[src/rtl/arith_pkg.sv]
// rtl/arith_pkg.sv - shared arithmetic library types: FSM state encoding and default operand width
package arith_pkg;

  localparam int DEFAULT_WIDTH = 8;

  typedef enum logic [1:0] {
    ST_IDLE = 2'd0,
    ST_RUN  = 2'd1,
    ST_DONE = 2'd2
  } state_t;

endpackage

[src/rtl/full_subtractor.sv]
// rtl/full_subtractor.sv - one-bit combinational full subtractor, d = a - b - bin
module full_subtractor (
  input  logic a,
  input  logic b,
  input  logic bin,
  output logic d,
  output logic bout
);

  assign d    = a ^ b ^ bin;
  assign bout = (~a & b) | (~(a ^ b) & bin);

endmodule

[src/rtl/serial_subtractor.sv]
// rtl/serial_subtractor.sv - bit-serial a - b - bin, LSB first, one full-subtractor cell and a registered borrow
module serial_subtractor
  import arith_pkg::*;
#(
  parameter int WIDTH = DEFAULT_WIDTH
) (
  input  logic             clk,
  input  logic             rst,
  input  logic             start,
  input  logic [WIDTH-1:0] a,
  input  logic [WIDTH-1:0] b,
  input  logic             bin,
  output logic             busy,
  output logic             done,
  output logic [WIDTH-1:0] diff,
  output logic             bout
);

  localparam int CW = $clog2(WIDTH);
  localparam logic [CW-1:0] LAST = CW'(WIDTH - 1);

  state_t           state;
  logic [WIDTH-1:0] a_sr;
  logic [WIDTH-1:0] b_sr;
  logic [WIDTH-2:0] r_sr;
  logic             br;
  logic [CW-1:0]    count;
  logic             fs_d;
  logic             fs_nb;
  logic [WIDTH-1:0] res_next;

  full_subtractor u_fs (
    .a    (a_sr[0]),
    .b    (b_sr[0]),
    .bin  (br),
    .d    (fs_d),
    .bout (fs_nb)
  );

  // r_sr only needs the WIDTH-1 bits already produced; the final bit comes straight from the cell
  assign res_next = {fs_d, r_sr};

  always_ff @(posedge clk) begin
    if (rst) begin
      state <= ST_IDLE;
      busy  <= 1'b0;
      done  <= 1'b0;
      diff  <= '0;
      bout  <= 1'b0;
      a_sr  <= '0;
      b_sr  <= '0;
      r_sr  <= '0;
      br    <= 1'b0;
      count <= '0;
    end else begin
      case (state)
        ST_RUN: begin
          r_sr  <= res_next[WIDTH-1:1];
          a_sr  <= a_sr >> 1;
          b_sr  <= b_sr >> 1;
          br    <= fs_nb;
          count <= count + CW'(1);
          if (count == LAST) begin
            diff  <= res_next;
            bout  <= fs_nb;
            done  <= 1'b1;
            busy  <= 1'b0;
            state <= ST_DONE;
          end
        end
        default: begin
          // IDLE and DONE both accept a new operation; DONE lasts a single cycle
          done <= 1'b0;
          if (start) begin
            a_sr  <= a;
            b_sr  <= b;
            br    <= bin;
            r_sr  <= '0;
            count <= '0;
            busy  <= 1'b1;
            state <= ST_RUN;
          end else begin
            state <= ST_IDLE;
          end
        end
      endcase
    end
  end

endmodule

[config.mk]
export PLATFORM = sky130hd
export DESIGN_NAME = serial_subtractor
export DESIGN_NICKNAME = d
export VERILOG_FILES = /design/src/rtl/arith_pkg.sv /design/src/rtl/full_subtractor.sv /design/src/rtl/serial_subtractor.sv
export SDC_FILE = /design/constraint.sdc
export NUM_CORES = 1
export LEC_CHECK = 0
export ABC_AREA = 1
export ABC_CLOCK_PERIOD_IN_PS = 3400
export BUFFER_PORTS_ARGS = -buffer_cell sky130_fd_sc_hd__clkbuf_2
export CAP_MARGIN = 0
export CORE_UTILIZATION = 55
export CTS_BUF_LIST = sky130_fd_sc_hd__clkbuf_4 sky130_fd_sc_hd__clkbuf_8
export CTS_CLUSTER_DIAMETER = 80
export CTS_CLUSTER_SIZE = 8
export DETAILED_ROUTE_END_ITERATION = 16
export PLACE_DENSITY = 0.79
export SLEW_MARGIN = 0
export SYNTH_ARGS = -nofsm -noshare
export SYNTH_HDL_FRONTEND = slang
export SYNTH_SLANG_ARGS = --single-unit
[constraint.sdc]
create_clock -name clk -period 3.4 [get_ports clk]
set_clock_uncertainty 0.1 [all_clocks]
set_input_delay 0.68 -clock clk [delete_from_list [all_inputs] [get_ports clk]]
set_output_delay 0.68 -clock clk [all_outputs]
set_load 0.05 [all_outputs]
# [Yosys cells after proc, flatten, opt, wreduce, memory -nomap -nowiden]
# Index checks and enable logic that the tools add are counted.
[totals] register_bits=40 latch_bits=0 mem_bits_rw=0 mem_bits_ro=0 input_bits=20 out_inout_bits=11 wordCells=45 memories=0
[op_classes] add_sub_neg=1 mul=0 div=0 n_lt_le_gt_ge=0 n_eq_ne=3 shifts=0 mux=16 bitwise_logic=8 n_reduce_logical=5
[ops] operator="7-bit 2-to-1 mux" n=6
[ops] operator="1-bit 2-to-1 mux" n=6
[ops] operator="3-bit 2-to-1 mux" n=2
[ops] operator="2-bit 2-to-1 mux" n=2
[ops] operator="2-bit AND reduction" n=2
[ops] operator="2-bit OR reduction" n=2
[ops] operator="3-bit by 1-bit adder with 3-bit output (second input constant)" n=1
[ops] operator="3-bit equality test (second input constant)" n=1
[ops] operator="1-bit NOT" n=3
[ops] operator="1-bit bitwise AND" n=2
[ops] operator="2-bit by 1-bit equality test with 1-bit output (second input constant)" n=1
[ops] operator="2-bit inequality test (second input constant)" n=1
[ops] operator="2-bit nonzero test" n=1
[ops] operator="1-bit bitwise XOR" n=2
[ops] operator="1-bit bitwise OR" n=1

# [Logic depth before layout (Yosys ltp)]
[logic_depth] depth_word=5 depth_mapped=7 ltp_nobuf=7

# [Cells and area by module]
# Synthesis repeated with hierarchy kept, for this count alone.
[unflattened] cells_unflattened=232 hier_area_um2=1719.1
[modules_own_cells] mod="serial_subtractor" n_inst=1 cells_each=228 area_each_um2=1687.9 seq_area_each_um2=800.8
[modules_own_cells] mod="full_subtractor" n_inst=1 cells_each=4 area_each_um2=31.3 seq_area_each_um2=0.0

# [Worst setup path before layout]
# No wires, ideal clock.
[synth_path] path_type="in2reg" startpoint="input port start" endpoint="register a_sr[1]" setup_time_ns=0.109 arrival_time_ns=1.225 required_ns=3.191 slack_ns=1.966 path_stages=6 n_path_buf=1 cell_sequence="clkinv_1 buf_2 nand3_1 nand3_1 nand2_1 inv_1"
[synth_via] elab_chain_len=1
[synth_lines] item="start, declared" line="serial_subtractor.sv:9" source="input logic start,"
[synth_lines] item="2-bit nonzero test (no line)"
[synth_lines] item="end signal, assigned" line="serial_subtractor.sv:59" source="a_sr <= a_sr >> 1;"
[synth_lines] item="end, declared" line="serial_subtractor.sv:23" source="logic [WIDTH-1:0] a_sr;"
# No other way between the ends.
# A chain may end at the register's enable or synchronous reset.

# [Worst setup path after layout]
[layout_path] startpoint="input port start" endpoint="register br"
[layout_via] elab_chain_len=1
[layout_lines] item="2-bit nonzero test (no line)"
[layout_lines] item="end signal, assigned" line="serial_subtractor.sv:61" source="br <= fs_nb;"
[layout_lines] item="end signal, assigned" line="serial_subtractor.sv:77" source="br <= bin;"
[layout_lines] item="end, declared" line="serial_subtractor.sv:26" source="logic br;"
# No other way between the ends.

==> impl_metrics.csv <==
group,metric,value,unit
global_route,grt_pass1_wl,5.264,mm
setup_path,path_class,"primary input to register",
cts,cts_resized,0,
setup_path,critPathLaunchType,"primary input",
final_layout,final_common_cell,"nand2_1",
logic_synthesis,yosysSeqAreaShare,0.4658,
setup_path,cp_data_required_time,3540,ps
timing,fin_crit_sh,0.5280,
route,wl_per_cell,10.67,microns
pwr,vdd_drop_max,0.0003244,V
route,route.final.wire_length,3.084,mm
final_layout,instances_no_fill,289,
setup_path,critical_path_arrival,1940,ps
place,place_congestion,0.7153,
hold_path,worstHoldPathType,"register to register",
global_route,grt_max_degree,35,
cts,htree_levels,2,
global_route,antenna_found_initial,0,
final_layout,layout_common_cells,"nand2_1 (60), nand3_1 (51), dfxtp_1 (40)",
place,portBuffers,30,
cts,cts-root-buf,"clkbuf_4",
final_layout,drive_gt1_frac,0.1744,
logic_synthesis,ys_warn_count,0,
setup_path,cp-end-kind,"register",
outcome,status,"finished clean",
timing,finalMaxSlewViolations,0,
timing,rsz0062_at_grt,"no",
global_route,grt_pass1_vias,1261,
pwr,leakage,1.004,nW
place,pre_cts_slack,1254,ps
floorplan,core_area,2853,sq um
cts,cts_tree,"yes",
cts,cts_sinks,40,
final_layout,final_util,0.6605,
logic_synthesis,ys_types,20,
route,firstDrtPassIters,4,
setup_path,path_max_fanout,20,
cts,cts_buffer_depth,2,
place,dp_cells,281,
floorplan,die_x,57.91,microns
cts,clkLatencyLatePin,340,ps
timing,max_slew.worst_pin.slew,951.7,ps
timing,relSlewSlack,0.3649,
timing,finalHoldViolations,0,
cts,ctsHoldBuffers,0,
route,route.vias.total,1483,
place,dpl.hpwl,2.030,mm
pwr,power_density,447.1,nW/um^2
floorplan,rows,19,
global_route,track_usage,0.2065,
final_layout,fin_nets,281,
final_layout,syn_to_final_growth,9.607,%
floorplan,die_area,3354,sq um
logic_synthesis,ys_ff_latch,40,
place,place_area,1818,sq um
logic_synthesis,avgSynthCellArea,7.410,sq um
timing,setup_viol,0,
logic_synthesis,netlist_area,1719,sq um
global_route,overflow,0,
route,via_per_inst,5.131,
cts,clkTransAtPathRegs,100,ps
cts,cts_buffers,5,
logic_synthesis,syn_nets,256,
cts,post-cts-setup-buffer-count,0,
final_layout,finalInstanceArea,1884,sq um
floorplan,die_y,57.91,microns
timing,timing.final.ws_setup,1605,ps
route,drc,0,
final_layout,n_antenna_cell,0,
route,ant_nets,0,
job,cap_violations,0,
floorplan,ioPinCount,31,
route,drt_iter0_drc,57,
floorplan,start_util,0.6026,
timing,finalCriticalPeriod,1795,ps
logic_synthesis,synth_cells,232,
timing,finalSetupTns,0,ps
timing,max_clock_freq,557.1,MHz
==> layer usage <==
layer / track usage / vias up / routed length [microns]
met2: 0.3300 / 26 / 1409
li1: - / 786 / -
met3: 0.04241 / 7 / 107
met5: 0 / - / 0
met1: 0.2678 / 664 / 1504
met4: 0.09864 / 0 / 62
==> critical path: stages <==
cell and delay, ps:
clkbuf_2 310, clkinv_1 500, nand3_1 240, nand3_1 90
nand2_1 60, inv_1 50
==> sequential cells by signal (all words and copies together), names as in the netlist <==
register,cells
busy,1
r_sr,7
bout,1
count,3
state,2
br,1
done,1
b_sr,8
diff,8
a_sr,8
==> metrics by stage <==
stage / total power [mW] / hold slack [ps]
final: 0.8424 / 366.3
after global routing: 0.8784 / 374.7
after CTS: 0.8444 / 367.2
after detailed placement: 0.5897 / 351.0
after global placement: 0.5887 / 350.7
after floorplan: 0.5739 / 326.5
==> synthesized netlist by cell type <==
| cell | instances | area share |
|---|---|---|
| dfxtp_1 | 40 | 0.47 |
| nor2_4 | 1 | 0.0065 |
| buf_6 | 2 | 0.013 |
| o21ai_1 | 2 | 0.0058 |
| inv_2 | 2 | 0.0044 |
| o21ai_0 | 8 | 0.023 |
| buf_2 | 3 | 0.0087 |
| nor2_2 | 2 | 0.0073 |
| clkinv_1 | 1 | 0.0022 |
| nand2_2 | 1 | 0.0036 |
| nand3_1 | 51 | 0.15 |
| buf_4 | 7 | 0.031 |
| inv_1 | 20 | 0.044 |
| nand2_1 | 60 | 0.13 |
| a21oi_1 | 3 | 0.0087 |
| ha_1 | 3 | 0.022 |
| nand2_4 | 1 | 0.0065 |
| a211oi_1 | 2 | 0.0087 |
| fa_1 | 1 | 0.012 |
| nor2_1 | 22 | 0.048 |
==> final timing paths <==
kind | start | to | slack, ps | cells after the start
worst max-delay path | start | br$_SDFFE_PP0P_ | 1600 | 6
worst min-delay path | a_sr[5]$_SDFFE_PP0P_ | a_sr[4]$_SDFFE_PP0P_ | 370 | 2
worst max register to register | count[0]$_SDFFE_PP0P_ | diff[1]$_SDFFE_PP0P_ | 1840 | 6
worst min register to register | a_sr[5]$_SDFFE_PP0P_ | a_sr[4]$_SDFFE_PP0P_ | 370 | 2
==> logic make-up after synthesis <==
group	after synthesis	synth area share
AO/OA/AOI/OAI	15	0.04658
adder cells (fa/ha/maj)	4	0.03348
buffers and inverters	35	0.1026
flip-flops	40	0.4658
AND/OR/NAND/NOR	138	0.3515
==> final cells by class <==
cell class | instances | area (sq um)
clock buffer | 8 | 66.31
fill | 277 | 968.4
inverter | 23 | 86.33
sequential | 40 | 800.8
timing repair buffer | 30 | 150.1
tap | 31 | 38.79
multi-input combinational | 157 | 742.0
==> power by group <==
part	internal [mW]	total, mW	switching (mW)
combinational	0.0297	0.0847	0.0551
clock	0.118	0.263	0.145
sequential	0.485	0.494	0.00955
total	0.633	0.842	0.210
Note: power is estimated with default switching activity, not from simulation.
